<file path="src/rtl/mc_refresh_scheduler.sv">
// rtl/mc_refresh_scheduler.sv - LPDDR4 all-bank refresh scheduler (interval, debt, PREA/REF sequencing)
//
// Ports:
//   clk_i, rst_ni          clock, asynchronous active-low reset
//   ref_en_i               refresh enable (DFI init complete)
//   ref_trefi_cfg_i        refresh interval in clk cycles (0 disables ticks)
//   ref_postpone_cfg_i     pending count at which the request becomes urgent
//   ref_trp_cfg_i          PREA-to-REF spacing (0 treated as 1)
//   ref_trfc_cfg_i         REF-to-release spacing (0 treated as 1)
//   ref_gnt_i              single-cycle grant from the command multiplexer
//   ref_req_o              refresh slot request
//   ref_urgent_o           debt at/above postpone limit; block new ACT/RD/WR
//   ref_busy_o             scheduler owns the command bus
//   cmd_prea_o, cmd_ref_o  one-cycle precharge-all / all-bank refresh pulses
//   ref_pending_o          current refresh debt
//   ref_ovf_o              sticky: tick arrived while debt was saturated
module mc_refresh_scheduler #(
    parameter int TREFI_W = 12,
    parameter int POST_W  = 4,
    parameter int T_W     = 8
) (
    input  logic               clk_i,
    input  logic               rst_ni,
    input  logic               ref_en_i,
    input  logic [TREFI_W-1:0] ref_trefi_cfg_i,
    input  logic [POST_W-1:0]  ref_postpone_cfg_i,
    input  logic [T_W-1:0]     ref_trp_cfg_i,
    input  logic [T_W-1:0]     ref_trfc_cfg_i,
    input  logic               ref_gnt_i,
    output logic               ref_req_o,
    output logic               ref_urgent_o,
    output logic               ref_busy_o,
    output logic               cmd_prea_o,
    output logic               cmd_ref_o,
    output logic [POST_W-1:0]  ref_pending_o,
    output logic               ref_ovf_o
);

    typedef enum logic [2:0] {
        S_IDLE,
        S_PRE,
        S_WAIT_RP,
        S_REF,
        S_WAIT_RFC
    } state_t;

    state_t             state_q, state_d;
    logic [T_W-1:0]     timer_q, timer_d;
    logic [TREFI_W-1:0] int_cnt_q, int_cnt_d;
    logic [POST_W-1:0]  pending_q, pending_d;
    logic               ovf_q, ovf_d;
    logic               busy_q, prea_q, ref_q;

    logic               run;
    logic               tick;
    logic               req;
    logic [T_W-1:0]     trp_load;
    logic [T_W-1:0]     trfc_load;

    // The >= guards against a tREFI reduction below the current count,
    // which would otherwise run the counter all the way around.
    assign run       = ref_en_i && (ref_trefi_cfg_i != '0);
    assign tick      = run && (int_cnt_q >= (ref_trefi_cfg_i - 1'b1));
    assign int_cnt_d = (!run || tick) ? '0 : int_cnt_q + 1'b1;

    // A zero spacing is treated as one cycle of wait.
    assign trp_load  = (ref_trp_cfg_i  == '0) ? '0 : ref_trp_cfg_i  - 1'b1;
    assign trfc_load = (ref_trfc_cfg_i == '0) ? '0 : ref_trfc_cfg_i - 1'b1;

    assign req = (state_q == S_IDLE) && ref_en_i && (pending_q != '0);

    // Debt bookkeeping: the REF pulse retires one refresh in the same cycle
    // a tick may add one, so both together leave the count unchanged.
    always_comb begin
        pending_d = pending_q;
        ovf_d     = ovf_q;
        if (tick && !ref_q) begin
            if (&pending_q) begin
                ovf_d = 1'b1;
            end else begin
                pending_d = pending_q + 1'b1;
            end
        end else if (!tick && ref_q) begin
            pending_d = pending_q - 1'b1;
        end
    end

    always_comb begin
        state_d = state_q;
        timer_d = timer_q;
        case (state_q)
            S_IDLE: begin
                if (ref_gnt_i && req) begin
                    state_d = S_PRE;
                end
            end
            S_PRE: begin
                timer_d = trp_load;
                state_d = S_WAIT_RP;
            end
            S_WAIT_RP: begin
                if (timer_q == '0) begin
                    state_d = S_REF;
                end else begin
                    timer_d = timer_q - 1'b1;
                end
            end
            S_REF: begin
                timer_d = trfc_load;
                state_d = S_WAIT_RFC;
            end
            S_WAIT_RFC: begin
                if (timer_q == '0) begin
                    state_d = S_IDLE;
                end else begin
                    timer_d = timer_q - 1'b1;
                end
            end
            default: begin
                state_d = S_IDLE;
            end
        endcase
    end

    always_ff @(posedge clk_i or negedge rst_ni) begin
        if (!rst_ni) begin
            state_q   <= S_IDLE;
            timer_q   <= '0;
            int_cnt_q <= '0;
            pending_q <= '0;
            ovf_q     <= 1'b0;
            busy_q    <= 1'b0;
            prea_q    <= 1'b0;
            ref_q     <= 1'b0;
        end else begin
            state_q   <= state_d;
            timer_q   <= timer_d;
            int_cnt_q <= int_cnt_d;
            pending_q <= pending_d;
            ovf_q     <= ovf_d;
            // Command/busy flops follow the next state so they align with it.
            busy_q    <= (state_d != S_IDLE);
            prea_q    <= (state_d == S_PRE);
            ref_q     <= (state_d == S_REF);
        end
    end

    assign ref_req_o     = req;
    assign ref_urgent_o  = (pending_q >= ref_postpone_cfg_i) && (pending_q != '0);
    assign ref_busy_o    = busy_q;
    assign cmd_prea_o    = prea_q;
    assign cmd_ref_o     = ref_q;
    assign ref_pending_o = pending_q;
    assign ref_ovf_o     = ovf_q;

endmodule

</file>
<file path="config.mk">
export PLATFORM = sky130hd
export DESIGN_NAME = mc_refresh_scheduler
export DESIGN_NICKNAME = d
export VERILOG_FILES = /design/src/rtl/mc_refresh_scheduler.sv
export SDC_FILE = /design/constraint.sdc
export NUM_CORES = 1
export LEC_CHECK = 0
export CORE_UTILIZATION = 40
export CTS_BUF_LIST = sky130_fd_sc_hd__clkbuf_4
export CTS_CLUSTER_SIZE = 8
export DETAILED_ROUTE_END_ITERATION = 8
export DONT_BUFFER_PORTS = 1
export RECOVER_POWER = 25
export SYNTH_ARGS = -nofsm -noshare
export SYNTH_HDL_FRONTEND = slang
export SYNTH_SLANG_ARGS = --single-unit
</file>
<file path="constraint.sdc">
create_clock -name clk_i -period 3.1 [get_ports clk_i]
set_input_delay 0.465 -clock clk_i [delete_from_list [all_inputs] [get_ports clk_i]]
set_output_delay 0.465 -clock clk_i [all_outputs]
set_load 0.1 [all_outputs]
</file>
Yosys cells after proc, flatten, opt, wreduce, memory -nomap -nowiden
Cells that the tools add are included.
{ "totals": {"word_cells": 63, "input_bits": 36, "ff_bits": 31} }
{ "op_classes": {"add_sub_neg": 7, "magnitude_cmp": 2, "n_reduce_logical": 26, "muxes": 12, "eq_ne": 8} }
{ "ops": {"columns": ["op", "count"], "rows": [
  ["$logic_not A8 Y1", 3],
  ["$mux W8", 3],
  ["$pmux W8 S3", 1],
  ["$sub A8 B1 Y8 const B", 3],
  ["$pmux W3 S5", 1],
  ["$add A12 B1 Y12 const B", 1],
  ["$ge A12 B12 Y1", 1],
  ["$mux W12", 1],
  ["$mux W4", 3],
  ["$reduce_bool A12 Y1", 1],
  ["$sub A12 B1 Y12 const B", 1],
  ["$eq A3 B2 Y1 const B", 3],
  ["$mux W3", 3],
  ["$logic_and A1 B1 Y1", 8],
  ["$eq A3 B1 Y1 const B", 2],
  ["$reduce_bool A3 Y1", 2],
  ["$reduce_and A5 Y1", 1],
  ["$add A4 B1 Y4 const B", 1],
  ["$ge A4 B4 Y1", 1],
  ["$ne A2 B2 Y1 const B", 2],
  ["$reduce_and A2 Y1", 2],
  ["$reduce_and A4 Y1", 1],
  ["$reduce_bool A4 Y1", 1],
  ["$sub A4 B1 Y4 const B", 1],
  ["other kinds (6)", 8]
]} }

Logic depth before layout (Yosys ltp)
Gate-level depths: netlist (run 1).
{ "logic_depth": {"ltp_word": 7, "ltp_mapped": 17, "mapped_depth_nobuf": 17} }

Worst setup path after synthesis (run 1)
Ideal clock, no wire load.
{ "synth_timing": {"kind": "reg-to-reg", "from": "register pending_q[0] (netlist: ref_pending_o[0])", "to": "register busy_q (netlist: ref_busy_o)", "setup_slack_ns": -1.710, "stages_incl_launch_ff": 6, "required_time_ns": 3.036, "n_path_buf": 0, "t_arrival_ns": 4.746, "period_less_slack_ns": 4.810, "setup_ns": 0.064, "path_cell_list": "dfrtp_1 > nor4_1 > nor4_1 > and2_1 > or2_2 > or3_1"} }
{ "synth_via": {"elab_chain_cells": 6} }
{ "synth_lines": {"columns": ["element", "line_no", "rtl"], "rows": [
  ["start: declaration", "50", "logic [POST_W-1:0] pending_q, pending_d;"],
  ["start signal: assignment", "139", "pending_q <= pending_d;"],
  ["$reduce_bool A4 Y1", "70", "assign req = (state_q == S_IDLE) && ref_en_i && (pending_q != '0);"],
  ["$logic_and A1 B1 Y1", "70", null],
  ["named net ref_req_o", "30", "output logic ref_req_o,"],
  ["$logic_and A1 B1 Y1", "93", "if (ref_gnt_i && req) begin"],
  ["$mux W3", "93", null],
  ["$pmux W3 S5", "91", "case (state_q)"],
  ["named net state_d[0]", "47", "state_t state_q, state_d;"],
  ["$reduce_bool A3 Y1", "142", "busy_q <= (state_d != S_IDLE);"],
  ["end signal: assignment", "142", null],
  ["end: declaration", "52", "logic busy_q, prea_q, ref_q;"]
]} }
The timed path passes the listed nets, and every way through them passes these cells.
A chain may end at the register's enable or synchronous reset.

Worst setup path after layout (run 1)
{ "layout_timing": {"from": "input port ref_trefi_cfg_i[9]", "to": "register pending_q[3] (netlist: ref_pending_o[3])"} }
{ "layout_via": {"elab_chain_cells": 7} }
{ "layout_lines": {"columns": ["element", "line_no", "rtl"], "rows": [
  ["start: declaration", "25", "input logic [TREFI_W-1:0] ref_trefi_cfg_i,"],
  ["$sub A12 B1 Y12 or $reduce_bool A12 Y1 (tied branches)", "63, 62", null],
  ["$ge A12 B12 Y1 or $logic_and A1 B1 Y1 (tied branches)", "63, 62", null],
  ["$logic_and A1 B1 Y1 (*)", "63", "assign tick = run && (int_cnt_q >= (ref_trefi_cfg_i - 1'b1));"],
  ["$logic_not A1 Y1", "83", "end else if (!tick && ref_q) begin"],
  ["$logic_and A1 B1 Y1", "83", null],
  ["$reduce_bool A2 Y1 (no line)", null, null],
  ["$reduce_and A2 Y1 (no line)", null, null]
]} }
Every way passes the cells marked *; elsewhere a longest branch is shown, timed or not.

==> flow_summary.ini, run 1 <==
[grt]
overflow = 0
grt_pass1_vias = 1886
met3_usage = 0.0216
use_met2 = 0.266
grt_max_degree = 32
track_usage = 0.155
grt_pass1_wl_mm = 7.85
busiest_layer = met2
antenna_found_initial = 0
gr-usage-met1 = 0.196

[route]
vias = 1992
drtAntennaViolNets = 0
drtPass1Iterations = 4
drc = 0
dr.first_iter.drc_count = 71
totalWireLength_mm = 4.83
via_per_inst = 5.33
routedWlPerCell_um = 12.9

[clock_tree]
cts_inserted_buffers = 5
cts_tree = done
path_clk_slew_ns = 0.10
cts.sinks = 31
clock_latency_ns = 0.32
h-tree-depth = 2
cts_root_buf = clkbuf_4
cts_buffer_depth = 2

[flow_run]
cap_viol_max_count = 1

[synth]
syn_nets = 333
ys_ff_latch = 31
syn_avg_cell_area_um2 = 9.05
yosysMostFrequentCell = dfrtp_1
seq_area_frac_synth = 0.315
synth_edf_count = 0
synthCells = 272
yosysUniqueCellTypes = 47
synth_area_leaders = dfrtp_1, ha_1, xnor2_1
synth_flop_cell = dfrtp_1
syn_area_um2 = 2460
ys_warn_count = 0
synthDominantCellAreaShare = 0.315
synth-async-reset-ratio = 1.00
synth_area_leader_cell = dfrtp_1
ys_top_cells_by_count = dfrtp_1, nor2_1, ha_1

[critical_path]
cp.arrival_ns = 3.33
crit_top_cell = a21oi_2
cp_max_fo = 3
critPathMaxStageDelay_ns = 0.55
cp_num_buf_inv = 0
cp-start-kind = input pin
cp_data_required_time_ns = 3.35
critPathKind = in2reg
path_cells = or4_4 > nor3_4 > xnor2_1 > ha_1 > nand4_1 > nor3_2 > a21oi_2 > a21oi_2 > nand2_2 > ha_4 > a21o_1 > a21oi_1 > or3_1 > mux2i_1 > xor2_1
cpLargestDelayFamily = simple AND/OR/NAND/NOR gates
endpoint_kind = flip-flop
slowest_stage = or4_4

[floorplan]
dieWidth_um = 80.4
fp.dieH_um = 80.4
num_rows = 28
core_area_um2 = 5920
initial_core_util = 0.416
ios = 46
die_area_um2 = 6470

[placed_design]
dpl.hpwl_mm = 3.77
place_ws_ns = -0.332
port_buffers = 0
gp_congestion = 0.793
place_inst = 362

[timing]
finalHoldViolCount = 0
rsz0062_at_grt = yes
layout_min_cycle_time_ns = 3.07
skew_ns = 0.0102
slew_headroom = -0.112
fmax_mhz = 325
report.final.setup_viol = 0
fin_crit_sh = 0.992
worstMarginPinSlew_ns = 1.67
setup-tns-final_ns = 0
finalMaxSlewViolations = 32
setup_slack_ns = 0.0257

[status]
outcome = finished, violations left
violations = capacitance limit, slew limit

[finish]
fin_cells = 374
nNetsFinal = 359
n_antenna_cell = 0
multi_input_area_um2 = 1680
area_growth_syn_to_layout_pct = 16.2
num-fill-cells = 585
ff_latch_area_um2 = 776
drive_above_1_share = 0.177

[power_and_ir_drop]
power_density_nw_per_um2 = 674
total_power_mw = 1.93
leakage_nw = 1.27
irDropWorstVdd_uv = 382

[worst_hold_path]
hp-class = in2reg
[where the power goes]
group	internal [mW]	switching [mW]
clock	0.106	0.136
sequential	0.506	0.180
combinational	0.378	0.622
[through the flow]
step,util,hold slack (ns),instance area (µm²)
finish,0.483,0.286,2860
global route,0.483,0.279,2860
CTS,0.479,0.273,2840
detailed placement,0.464,0.170,2750
global placement,0.464,0.170,2750
floorplan,-,0.169,2520
[cells in the final DEF, fill, tap and decap left out, types with 2 or more instances in the layout]
master / count
nand2_1: 11
o22ai_1: 7
ha_1: 23
nor2b_1: 2
buf_4: 20
inv_1: 18
clkbuf_4: 7
a21o_1: 3
or4_4: 2
nor3_1: 5
and2_1: 2
or3_1: 2
a31oi_1: 4
nor2_1: 27
xor2_1: 16
xnor2_1: 21
nor3b_1: 3
nand4_1: 4
a211oi_1: 4
nand2b_1: 5
nor4_1: 5
nand3_1: 7
nor4_4: 2
a21oi_1: 15
nand3b_1: 2
nor2_2: 2
mux2i_1: 2
a21oi_2: 3
and3_1: 4
dfrtp_1: 31
o21ai_0: 13
[repair_timing]
| action | CTS | global route |
|---|---|---|
| gates resized for setup | 0 | 4 |
| hold buffers | 2 | 0 |
| endpoints found under the setup margin | 0 | 3 |
| setup buffers | 0 | 2 |
| endpoints found under the hold margin | 31 | 0 |
[final cells by class]
| class | instances | share of cell area |
|---|---|---|
| Sequential cell | 31 | 0.271 |
| Tap cell | 75 | 0.0328 |
| Multi-Input combinational cell | 219 | 0.588 |
| Timing Repair Buffer | 23 | 0.0643 |
| Clock inverter | 1 | 0.00175 |
| Inverter | 18 | 0.0236 |
| Clock buffer | 7 | 0.0184 |
[routing by layer]
| layer | wire (µm) | vias to the layer above |
|---|---|---|
| li1 | - | 1021 |
| met1 | 2260 | 922 |
| met2 | 2360 | 45 |
| met3 | 178 | 4 |
| met4 | 34 | 0 |
| met5 | 0 | - |
[registers in the layout (all words and copies together), names as in the netlist]
name	flops
cmd_prea_o	1
ref_ovf_o	1
ref_pending_o	4
ref_busy_o	1
cmd_ref_o	1
int_cnt_q	12
timer_q	8
state_q	3
[cells by family (layout without fill, tap and decap cells)]
family,count (synthesis),in the layout,share of synthesized area
multiplexers,3,3,0.0142
adder cells (fa/ha/maj),25,25,0.130
XOR/XNOR,38,38,0.138
AO/OA/AOI/OAI,60,60,0.168
flip-flops,31,31,0.315
AND/OR/NAND/NOR,93,93,0.197
buffers and inverters,22,49,0.0371
[worst paths after layout]
path                                   startpoint                      endpoint  slack [ns]  depth (start not counted)
max                            ref_trefi_cfg_i[9]  ref_pending_o[3]$_DFFE_PN0P_        0.03                         15
max in group asynchronous                  rst_ni        timer_q[3]$_DFFE_PN0P_        1.02                          2
min in group asynchronous                  rst_ni       int_cnt_q[11]$_DFF_PN0_        1.11                          2
max reg2reg                int_cnt_q[0]$_DFF_PN0_  ref_pending_o[3]$_DFFE_PN0P_        0.52                         14
min reg2reg                int_cnt_q[0]$_DFF_PN0_        int_cnt_q[0]$_DFF_PN0_        0.50                          1
min                                     ref_gnt_i          cmd_prea_o$_DFF_PN0_        0.29                          1
Power figures use the tool's default switching activity.
==> run 2, diff against run 1 <==
==> constraint.sdc (replaced) <==
create_clock -name clk_i -period 3.1 [get_ports clk_i]
set_input_delay 0.465 -clock clk_i [delete_from_list [all_inputs] [get_ports clk_i]]
set_output_delay 0.465 -clock clk_i [all_outputs]
set_load 0.05 [all_outputs]
==> flow_summary.ini, run 2 (synthesis results as in run 1) <==
[status]
outcome = finished, violations left
violations = capacitance limit, slew limit

[timing]
setup-tns-final_ns = 0
rsz0062_at_grt = yes
layout_min_cycle_time_ns = 3.05
finalMaxSlewViolations = 32
slew_headroom = -0.149
skew_ns = 0.00571
setup_slack_ns = 0.0515
finalHoldViolCount = 0
fin_crit_sh = 0.983
report.final.setup_viol = 0
fmax_mhz = 328
worstMarginPinSlew_ns = 1.72

[placed_design]
place_inst = 361
gp_congestion = 0.782
port_buffers = 0
dpl.hpwl_mm = 3.82
place_ws_ns = -0.294

[finish]
regMostFlops = int_cnt_q
final_cell_mix = dfrtp_1, nor2_1, ha_1
area_growth_syn_to_layout_pct = 14.1
final_common_cell = dfrtp_1
n_antenna_cell = 0
nNetsFinal = 356
drive_above_1_share = 0.166
utilization = 0.474
num-fill-cells = 569
fin_cells = 371
largest_register_ffs = 12

[route]
via_per_inst = 5.37
routedWlPerCell_um = 13.1
drtAntennaViolNets = 0
drc = 0
vias = 1991
totalWireLength_mm = 4.85
dr.first_iter.drc_count = 97
drtPass1Iterations = 4

[power_and_ir_drop]
netSwitchingFraction = 0.444
total_power_mw = 1.75
irDropWorstVdd_uv = 308
p_clk_frac = 0.138
power_frac_comb = 0.487
p_seq_frac = 0.374
leakage_nw = 1.24
p_sw_uw = 775
power_density_nw_per_um2 = 621
p_int_uw = 970

[grt]
antenna_found_initial = 0
grt_pass1_vias = 1851
grt_max_degree = 32
overflow = 0
grt_pass1_wl_mm = 7.78
track_usage = 0.156

[clock_tree]
h-tree-depth = 2
path_clk_slew_ns = 0.10
cts_root_buf = clkbuf_4
cts_tree = done
clock_latency_ns = 0.32
cts.sinks = 31
cts_inserted_buffers = 5
cts_buffer_depth = 2
postCtsSetupBuffers = 0

[critical_path]
cp-start-kind = input pin
critPathMaxStageDelay_ns = 0.54
critPathKind = in2reg
cp_data_required_time_ns = 3.35
endpoint_kind = flip-flop
slowest_stage = or4_4
path_cells = or4_4 > nor3_2 > xnor2_1 > ha_1 > nand4_1 > nor3_2 > a21oi_2 > a21oi_2 > nand2_2 > ha_4 > a21o_1 > a21oi_1 > or3_1 > mux2i_1 > xor2_1
cp.arrival_ns = 3.30
cp_max_fo = 3

[floorplan]
ios = 46
initial_core_util = 0.416
num_rows = 28
dieWidth_um = 80.4
core_area_um2 = 5920
fp.dieH_um = 80.4
die_area_um2 = 6470

[worst_hold_path]
hp-class = in2reg

[flow_run]
cap_viol_max_count = 1
run 2: changes by cell type in the layout (fill, tap and decap cells not counted), sizes merged:
cell and delta:
buf -3
run 2: area by class of cell:
class,count,area (µm²),area share
Tap cell,75,93.8,0.0334
Inverter,18,67.6,0.0241
Timing Repair Buffer,20,149,0.0530
Clock inverter,1,5.00,0.00178
Clock buffer,7,52.6,0.0187
Sequential cell,31,776,0.276
Multi-Input combinational cell,219,1670,0.593
run 2: power groups by stage:
stage / combinational (mW) / sequential [mW] / clock (mW)
after CTS: 0.858 / 0.655 / 0.252
after global placement: 0.826 / 0.662 / 0
after global routing: 0.948 / 0.672 / 0.262
after detailed placement: 0.841 / 0.665 / 0
final: 0.850 / 0.654 / 0.242
after floorplan: 0.612 / 0.705 / 0
run 2: timing repair:
| action | in CTS | in global routing |
|---|---|---|
| hold endpoints to repair | 31 | 0 |
| setup endpoints to repair | 0 | 3 |
| resized for setup | 0 | 3 |
| hold buffers | 2 | 0 |
run 2: metal layers:
layer / up-vias / global-route usage / wire, µm
li1: 1016 / - / -
met1: 931 / 0.201 / 2350
met2: 39 / 0.259 / 2260
met3: 5 / 0.0273 / 180
met4: 0 / 0.0536 / 68
met5: - / 0 / 0
run 2: worst paths after layout:
| check | end | from | slack, ns | depth (start not counted) |
|---|---|---|---|---|
| min reg2reg | int_cnt_q[0]$_DFF_PN0_ | int_cnt_q[0]$_DFF_PN0_ | 0.52 | 1 |
| max in group asynchronous | int_cnt_q[11]$_DFF_PN0_ | rst_ni | 0.98 | 2 |
| max reg2reg | ref_pending_o[3]$_DFFE_PN0P_ | int_cnt_q[0]$_DFF_PN0_ | 0.53 | 14 |
| max | ref_pending_o[3]$_DFFE_PN0P_ | ref_trefi_cfg_i[9] | 0.05 | 15 |
| min in group asynchronous | int_cnt_q[3]$_DFF_PN0_ | rst_ni | 1.12 | 2 |
| min | cmd_prea_o$_DFF_PN0_ | ref_gnt_i | 0.29 | 1 |
run 2: critical path, delay by kind of cell:
| family | cells | cell delay (ns) |
|---|---|---|
| simple gates | 6 | 1.42 |
| compound gates | 4 | 0.42 |
| xor+xnor | 2 | 0.25 |
| fa+ha+maj | 2 | 0.59 |
| mux | 1 | 0.16 |
run 2: metrics by stage:
stage / hold slack, ns / area, µm²
finish: 0.290 / 2810
CTS: 0.278 / 2810
floorplan: 0.169 / 2510
detailed placement: 0.170 / 2720
global placement: 0.170 / 2720
global route: 0.291 / 2810
